<file path="config.mk">
export PLATFORM = sky130hd
export DESIGN_NAME = apb_master_multi
export DESIGN_NICKNAME = d
export VERILOG_FILES = /design/src/rtl/apb_master_multi.sv
export SDC_FILE = /design/constraint.sdc
export NUM_CORES = 1
export LEC_CHECK = 0
export ABC_AREA = 0
export CAP_MARGIN = 20
export CORE_MARGIN = 1.5
export CORE_UTILIZATION = 25
export DETAILED_ROUTE_END_ITERATION = 8
export PLACE_DENSITY = 0.67
export SYNTH_ARGS = -nofsm -noshare
export SYNTH_HDL_FRONTEND = slang
export SYNTH_SLANG_ARGS = --single-unit
</file>
<file path="constraint.sdc">
create_clock -name PCLK -period 2 [get_ports PCLK]
set_input_delay 0.5 -clock PCLK [delete_from_list [all_inputs] [get_ports PCLK]]
set_output_delay 0.5 -clock PCLK [all_outputs]
set_load 0.05 [all_outputs]
</file>
<file path="src/rtl/apb_master_multi.sv">
// APB master driving NUM_SLAVES completers: address decode to one-hot PSEL,
// back-to-back transfers, wait-state timeout and decode-error responses.
//
// Ports:
//   PCLK, PRESET                      clock, synchronous active-high reset
//   start_transfer, addr, wr, wdata   request side (captured at acceptance)
//   busy, done, rdata, slverr, timeout completion side (done is a pulse)
//   PADDR, PSEL, PENABLE, PWRITE,
//   PWDATA, PREADY, PSLVERR, PRDATA   APB bus, per-slave return signals
// Optional macro APB_MASTER_APB4_EN adds wstrb/prot inputs and PSTRB/PPROT.
module apb_master_multi #(
  parameter int ADDR_WIDTH     = 32,
  parameter int DATA_WIDTH     = 32,
  parameter int NUM_SLAVES     = 4,
  parameter int SLV_ADDR_LSB   = 28,
  parameter int TIMEOUT_CYCLES = 16
) (
  input  logic                             PCLK,
  input  logic                             PRESET,
  input  logic                             start_transfer,
  input  logic [ADDR_WIDTH-1:0]            addr,
  input  logic                             wr,
  input  logic [DATA_WIDTH-1:0]            wdata,
`ifdef APB_MASTER_APB4_EN
  input  logic [DATA_WIDTH/8-1:0]          wstrb,
  input  logic [2:0]                       prot,
  output logic [DATA_WIDTH/8-1:0]          PSTRB,
  output logic [2:0]                       PPROT,
`endif
  output logic                             busy,
  output logic                             done,
  output logic [DATA_WIDTH-1:0]            rdata,
  output logic                             slverr,
  output logic                             timeout,
  output logic [ADDR_WIDTH-1:0]            PADDR,
  output logic [NUM_SLAVES-1:0]            PSEL,
  output logic                             PENABLE,
  output logic                             PWRITE,
  output logic [DATA_WIDTH-1:0]            PWDATA,
  input  logic [NUM_SLAVES-1:0]            PREADY,
  input  logic [NUM_SLAVES-1:0]            PSLVERR,
  input  logic [NUM_SLAVES*DATA_WIDTH-1:0] PRDATA
);

  localparam int SEL_BITS =
    (NUM_SLAVES > 1) ? $clog2(NUM_SLAVES) : 1;
  localparam int CNT_W = $clog2(TIMEOUT_CYCLES + 2);

  typedef enum logic [1:0] {
    IDLE,
    SETUP,
    ACCESS
  } state_t;

  state_t r_state;
  state_t w_next;

  logic [ADDR_WIDTH-1:0] r_addr;
  logic                  r_wr;
  logic [DATA_WIDTH-1:0] r_wdata;
  logic [SEL_BITS-1:0]   r_idx;
  logic                  r_derr;
  logic [CNT_W-1:0]      r_cnt;
  logic                  r_done;
  logic                  r_slverr;
  logic                  r_tmo;
  logic [DATA_WIDTH-1:0] r_rdata;

  logic [SEL_BITS-1:0]   w_idx;
  logic [NUM_SLAVES-1:0] w_hit;
  logic                  w_rdy;
  logic                  w_err;
  logic [DATA_WIDTH-1:0] w_prd;
  logic                  w_tmo_hit;
  logic                  w_accept;
  logic                  w_fin_ok;
  logic                  w_fin_to;
  logic                  w_cnt_inc;
  logic [NUM_SLAVES-1:0] w_psel;
  logic                  w_penable;
  logic                  w_busy;

  assign w_idx = addr[SLV_ADDR_LSB +: SEL_BITS];

  // Return-path mux: only the captured slave index contributes.
  always_comb begin
    w_hit = '0;
    w_rdy = 1'b0;
    w_err = 1'b0;
    w_prd = '0;
    for (int i = 0; i < NUM_SLAVES; i++) begin
      w_hit[i] = (32'(r_idx) == i);
      w_rdy    = w_rdy | (PREADY[i] & w_hit[i]);
      w_err    = w_err | (PSLVERR[i] & w_hit[i]);
      w_prd    = w_prd |
        (PRDATA[i*DATA_WIDTH +: DATA_WIDTH] &
         {DATA_WIDTH{w_hit[i]}});
    end
  end

  // Counter holds the number of wait cycles already spent;
  // reaching TIMEOUT_CYCLES-1 means this is the last allowed one.
  assign w_tmo_hit = (TIMEOUT_CYCLES != 0) &&
    (r_cnt == CNT_W'(TIMEOUT_CYCLES - 1));

  always_ff @(posedge PCLK) begin
    if (PRESET) r_state <= IDLE;
    else        r_state <= w_next;
  end

  always_comb begin
    w_next    = r_state;
    w_psel    = '0;
    w_penable = 1'b0;
    w_busy    = 1'b0;
    w_accept  = 1'b0;
    w_fin_ok  = 1'b0;
    w_fin_to  = 1'b0;
    w_cnt_inc = 1'b0;
    unique case (r_state)
      IDLE: begin
        if (start_transfer) begin
          w_accept = 1'b1;
          w_next   = SETUP;
        end
      end
      SETUP: begin
        w_busy = 1'b1;
        w_psel = r_derr ? '0 : w_hit;
        w_next = ACCESS;
      end
      ACCESS: begin
        w_busy    = 1'b1;
        w_psel    = r_derr ? '0 : w_hit;
        w_penable = ~r_derr;
        if (r_derr || w_rdy) w_fin_ok  = 1'b1;
        else if (w_tmo_hit)  w_fin_to  = 1'b1;
        else                 w_cnt_inc = 1'b1;
        if (w_fin_ok || w_fin_to) begin
          w_accept = start_transfer;
          w_next   = start_transfer ? SETUP : IDLE;
        end
      end
      default: w_next = IDLE;
    endcase
  end

  always_ff @(posedge PCLK) begin
    if (PRESET) begin
      r_addr   <= '0;
      r_wr     <= 1'b0;
      r_wdata  <= '0;
      r_idx    <= '0;
      r_derr   <= 1'b0;
      r_cnt    <= '0;
      r_done   <= 1'b0;
      r_slverr <= 1'b0;
      r_tmo    <= 1'b0;
      r_rdata  <= '0;
    end else begin
      r_done   <= w_fin_ok | w_fin_to;
      r_tmo    <= w_fin_to;
      r_slverr <= w_fin_to | (w_fin_ok & (r_derr | w_err));
      if (w_fin_ok && !r_derr && !r_wr) r_rdata <= w_prd;
      if (w_accept) begin
        r_addr  <= addr;
        r_wr    <= wr;
        r_wdata <= wdata;
        r_idx   <= w_idx;
        r_derr  <= (32'(w_idx) >= NUM_SLAVES);
      end
      if (r_state == SETUP) r_cnt <= '0;
      else if (w_cnt_inc)   r_cnt <= r_cnt + CNT_W'(1);
    end
  end

`ifdef APB_MASTER_APB4_EN
  logic [DATA_WIDTH/8-1:0] r_strb;
  logic [2:0]              r_prot;

  always_ff @(posedge PCLK) begin
    if (PRESET) begin
      r_strb <= '0;
      r_prot <= '0;
    end else if (w_accept) begin
      r_strb <= wstrb;
      r_prot <= prot;
    end
  end

  assign PSTRB = (w_busy && r_wr && !r_derr) ? r_strb : '0;
  assign PPROT = r_prot;
`endif

  assign busy    = w_busy;
  assign done    = r_done;
  assign rdata   = r_rdata;
  assign slverr  = r_slverr;
  assign timeout = r_tmo;
  assign PADDR   = r_addr;
  assign PSEL    = w_psel;
  assign PENABLE = w_penable;
  assign PWRITE  = r_wr;
  assign PWDATA  = r_wdata;

endmodule

</file>
==> results.py <==
metrics = {
    "detailed_routing": {
        "drt.antenna.violating_nets": 0,
        "drt_iter0_markers": 162,
        "avg_wl_per_cell_um": 15.5,
        "drc_errors": 0,
        "dr_wl_met2_um": 8560,
        "top_routing_layer_used": "met5",
        "total_number_of_vias": 4939,
        "detail_route.first_pass.iterations": 6,
        "vias_per_cell": 4.37,
        "routed_wirelength_um": 17500,
        "wl_met3_um": 1700,
        "detail_route.wirelength.met1_um": 7030,
    },
    "critical_path": {
        "critical_path.reg2reg.startpoint": "r_cnt[1]",
        "worst_setup_path_endpoint": "PSEL[0]",
        "critical_path_cell_count": 4,
        "timing.critical_path.max_delay_family": "flip-flops",
        "critPathKind": "register to primary output",
        "worst-path-max-fanout": 5,
        "worstSetupStartpoint": "r_state[1]",
        "critPathArrivalTime_ns": 1.43,
        "worst-r2r-cell-count": 9,
        "buf_inv_on_cp": 2,
        "r2r_setup_slack_ns": 0.08,
        "worst_ep_required_time_ns": 1.50,
        "cp_peak_stage_delay_ns": 0.37,
        "cell_chain_critical_path": "inv_2 > ha_4 > nor3b_4 > buf_12",
        "endpoint_kind": "primary output",
        "crit_slowest_cell": "dfxtp_4",
        "reg2reg_to": "PWDATA[15]",
        "timing.critical_path.from_type": "register",
    },
    "placement": {
        "dp_slack_ns": -0.118,
        "port_buffers": 309,
        "final_gp_congestion": 0.770,
        "placed_cell_area_sq_um": 8520,
        "post-dp-hpwl_um": 13100,
    },
    "timing": {
        "period_minus_slack_ns": 1.93,
        "worst_clock_skew_ns": 0.00693,
        "final.period_utilization_pct": 96.5,
        "timing.final.hold_violations": 0,
        "max-slew-margin-rel_pct": 65.6,
        "tightestPinTransition_ns": 0.518,
        "setup_ws_ns": 0.0692,
        "final_max_tran_viols": 0,
        "count_of_endpoints_failing_setup_in_the_final_report": 0,
        "final_worst_hold_slack_ns": 0.449,
        "clock.fmax_mhz": 518,
    },
    "global_routing": {
        "grt_max_degree": 63,
        "grt_pass1_wl_um": 26700,
        "number_of_antenna_violations_at_the_first_check_in_global_routing": 2,
        "gr-usage-all-layers_pct": 15.8,
        "vias_in_the_first_global_route": 4954,
        "gr-total-overflow": 0,
    },
    "job": {
        "max_cap_violations": 0,
    },
    "power": {
        "switching_share_pct": 36.3,
        "power.static_leakage_uw": 0.00368,
        "part_of_the_power_in_the_clock_network_pct": 22.4,
        "power.density_cell_area_nw_per_um2": 878,
        "power_frac_comb_pct": 45.4,
        "total_power_uw": 7930,
        "max_rail_drop_vdd_mv": 0.516,
        "power_frac_seq_pct": 32.2,
        "net-switching-power_uw": 2880,
        "internal-power_uw": 5050,
    },
    "synthesis": {
        "synth-seq-cells": 107,
        "ys_types": 31,
        "ys_warn_count": 0,
        "synth.cell_area_sq_um": 5160,
        "syn_inst": 544,
        "synthesis.area_per_instance_sq_um": 9.48,
        "synth.yosys.seq_area_share_pct": 41.5,
        "postSynthNetCount": 754,
    },
    "cts": {
        "cts-buffers-inserted": 9,
        "clock_sink_total": 107,
        "tritoncts_clock_tree": "done",
        "clock_tree.buffer_depth": 2,
        "worst_skew_pair.late_latency_ns": 0.35,
        "h-tree-depth": 3,
        "cts_hold_buf": 0,
        "clock_tree_root_buffer_cell": "clkbuf_16",
        "worst_setup_hold_path_clk_slew_ns": 0.07,
    },
    "final_layout": {
        "final_layout_size_suffix_gt1_share_pct": 21.2,
        "most-common-layout-cells": "202 x clkdlybuf4s50_1, 201 x nand2_1, 103 x dfxtp_1, 86 x buf_4, 68 x mux2i_1",
        "final_common_cell": "clkdlybuf4s50_1",
        "filler_cell_count": 1952,
        "area_growth_syn_to_layout_pct": 75.1,
        "layout.core_utilization_pct": 44.7,
        "postLayoutCellArea_sq_um": 9030,
        "final_net_count": 1066,
    },
    "min_path": {
        "timing.hold.worst.class": "register to register",
        "worstHoldStart": "rdata[15]",
    },
    "floorplan": {
        "pin_count": 310,
        "die-width_um": 147,
        "rows": 52,
        "core_ar_sq_um": 20200,
        "die_area_sq_um": 21500,
        "die_h_um": 147,
        "initial_core_util_pct": 25.5,
    },
    "run_status": {
        "outcome": "completed",
    },
}
## layout make-up
cell class / instances / area (sq um) / area share (%)
Tap cell: 270 / 338 / 3.74
Inverter: 5 / 20.0 / 0.222
Antenna cell: 1 / 2.50 / 0.0277
Multi-Input combinational cell: 389 / 2810 / 31.1
Timing Repair Buffer: 344 / 3430 / 38.0
Clock buffer: 10 / 229 / 2.53
Clock inverter: 5 / 53.8 / 0.595
Sequential cell: 107 / 2150 / 23.8
## routing by layer
metal  track usage, %  vias up
met5                0        -
met4             3.43        2
met3             6.72       15
met2             27.7      205
met1             17.7     2241
li1                 -     2476
## cell families after synthesis
logic type | after synthesis | synth area share, %
AOI/OAI and AO/OA | 49 | 5.12
adders and majority gates | 6 | 1.46
buffers and inverters | 49 | 5.77
DFF | 107 | 41.5
muxes | 104 | 28.5
and+or+nand+nor | 229 | 17.7
## worst min path at each step
stage / endpoint / slack [ns] / cells after the start
global placement: rdata[15] / 0.44 / 2
global route: r_state[1] / 0.44 / 2
floorplan: r_cnt[3] / 0.44 / 2
detailed placement: rdata[26] / 0.45 / 2
finish: rdata[15] / 0.45 / 2
CTS: r_state[0] / 0.43 / 2
## registers in the layout, summed over array words and instances, names as in the netlist
signal   cells
r_cnt        5
rdata       32
PWDATA      32
slverr       1
PWRITE       1
timeout      1
r_state      2
done         1
PADDR       32
## cells in the mapped netlist
cell type	n	area [sq um]
clkinv_1	1	3.75
nand2_1	202	758
or3_1	2	12.5
o2111ai_1	1	8.76
mux2_2	1	11.3
a21oi_1	39	195
ha_1	6	75.1
buf_6	12	135
clkbuf_1	21	78.8
o21a_1	1	7.51
nor3b_1	1	7.51
a21boi_0	1	7.51
o21ai_0	4	20.0
and3b_1	1	8.76
mux4_2	34	766
o311a_1	1	10.0
nor2b_1	3	18.8
nand4_1	2	12.5
o31ai_1	2	15.0
buf_4	4	30.0
nand3_1	3	15.0
and3_1	4	25.0
nor2_1	4	15.0
mux2i_1	69	691
dfxtp_1	107	2140
inv_1	4	15.0
or2_2	1	6.26
and2_1	1	6.26
buf_2	7	35.0
nor3_1	4	20.0
nand2b_1	1	6.26
## metrics by stage
step / TNS [ns] / instances
detailed placement: -6.02 / 1100
global route: -0.000966 / 1131
floorplan: -0.0950 / 544
CTS: 0 / 1118
global placement: -4.27 / 1100
finish: 0 / 1131
## worst register-to-register path, cell delays in order, from the launching register on
cell and delay, ns:
dfxtp_1 0.33, ha_1 0.19, and3_4 0.19, ha_4 0.18, nor2b_4 0.14, nand2_2 0.09
o21a_4 0.27, buf_4 0.14, buf_12 0.13, mux2i_2 0.15
## timing repair
item | 4_1_cts | 5_1_grt
gates cloned | 1 | 4
endpoints found under the setup margin | 36 | 57
resized for setup | 39 | 11
buffers inserted | 2 | 8
pin swaps | 1 | 2
## power groups by stage
stage | Combinational [uW] | Sequential, uW | Clock [uW]
floorplan | 1280 | 3420 | 0
global placement | 3390 | 2590 | 0
detailed placement | 3390 | 2600 | 0
CTS | 3410 | 2560 | 1860
global route | 3810 | 2590 | 1950
finish | 3600 | 2550 | 1770
No activity file was read; power rests on OpenSTA's default activity.
==> edit, RTL diff (config.mk and constraints unchanged) <==
The option `APB_MASTER_APB4_EN` is turned on by a define.
--- a/src/rtl/apb_master_multi.sv
+++ b/src/rtl/apb_master_multi.sv
@@ -9,4 +9,6 @@
 //   PWDATA, PREADY, PSLVERR, PRDATA   APB bus, per-slave return signals
 // Optional macro APB_MASTER_APB4_EN adds wstrb/prot inputs and PSTRB/PPROT.
+`define APB_MASTER_APB4_EN
+
 module apb_master_multi #(
   parameter int ADDR_WIDTH     = 32,
Ports: changed (added PPROT, PSTRB, prot and wstrb); port bits go from 310 to 324. No check against the original RTL was run, so the function may have changed too.
==> edit against the original RTL <==
  * The flow now finishes with violations (negative setup slack)
  * Combinational power rose by 5.8%
  * Global-route usage rose by 0.45 points
  * Sequential cell count rose by 7
  * Setup slack got worse by 0.12 ns
  * Via count rose by 9.0%
  * Register-to-register slack got worse by 0.12 ns
  * Cell area rose by 10%
  * Final cell count rose by 6.4%
  * Wire length rose by 11%
  * Power rose by 21%
  * Synthesized area rose by 5.8%
  * Critical endpoint unchanged
  * Largest cell class unchanged
==> edit: results (changes against the original RTL) <==
nonClkBufAreaFrac_pct: 36.6  # -1.4 points
num-fill-cells: 2056  # +5.3%
finalWorstSetupSlack_ns: -0.0555  # -0.125 ns
powerDensity_nw_per_um2: 967  # +10%
reg2reg_to: "PWDATA[19]"
synthAdderAreaFrac_pct: 1.37  # -0.080 points
slowest_stage: "dfxtp_2"
dpl-instance-area_um2: 9110  # +7.0%
leakagePower_nw: 4.04  # +9.8%
hp-class: "in2reg"
hold_slack_ns: 0.429  # -0.0202 ns
gp_congestion: 0.810  # +5.1%
outcome: "complete, but fails checks"
synth-compound-area-share_pct: 4.70  # -0.42 points
antenna_cells: 0  # -1
violations: "negative setup slack"
place_hpwl_um: 14300  # +9.1%
final_layout_size_suffix_gt1_share_pct: 24.1  # +3.0 points
port_buffers: 323  # +4.5%
htree_num_levels: 4  # +1
skew_ns: 0.0102  # +0.00327 ns
ys_seq_area_share_pct: 41.8  # +0.27 points
synth_mux_area_share_pct: 28.2  # -0.29 points
setup_viol: 62  # +62
relSlewSlack_pct: 66.8  # +1.1 points
regArea_um2: 2290  # +6.3%
max_stage_delay_ns: 0.35  # -0.02 ns
hold_end: "r_state[0]"
multi_input_area_um2: 3050  # +8.7%
drt_iter0_markers: 161  # -0.62%
final.setup.tns_ns: -1.09  # -1.09 ns
n_all_inverters: 4  # -1
vias: 5385  # +9.0%
[edit: changes by cell type after synthesis, moves of 2 or more]
cell     delta
nand2_1    +12
dfxtp_1     +7
mux2i_1     +7
a21oi_1     -4
and3_1      +4
o21ai_0     -3
nand3_1     -2
nor2_1      +2
nor3_1      -2
[edit: layer usage]
layer,global-route usage (%),vias up,part of all wire [%]
met5,0,-,0
met4,6.02,0,1.9
met3,7.17,19,11
met2,29.0,230,50
met1,16.7,2487,37
li1,-,2649,-
[edit: cells by family (layout without fill, tap and decap cells)]
| group | after synthesis | in the layout |
|---|---|---|
| buffers and inverters | 49 | 402 |
| adder cells (fa/ha/maj) | 6 | 6 |
| multiplexers | 111 | 111 |
| AND/OR/NAND/NOR | 249 | 249 |
| AO/OA/AOI/OAI | 46 | 46 |
| flip-flops | 114 | 114 |
[edit: power breakdown]
part	switching [mW]	leakage (nW)	internal (mW)
combinational	2.06	2.83	1.75
clock	1.14	0.280	1.95
sequential	0.165	0.932	2.56
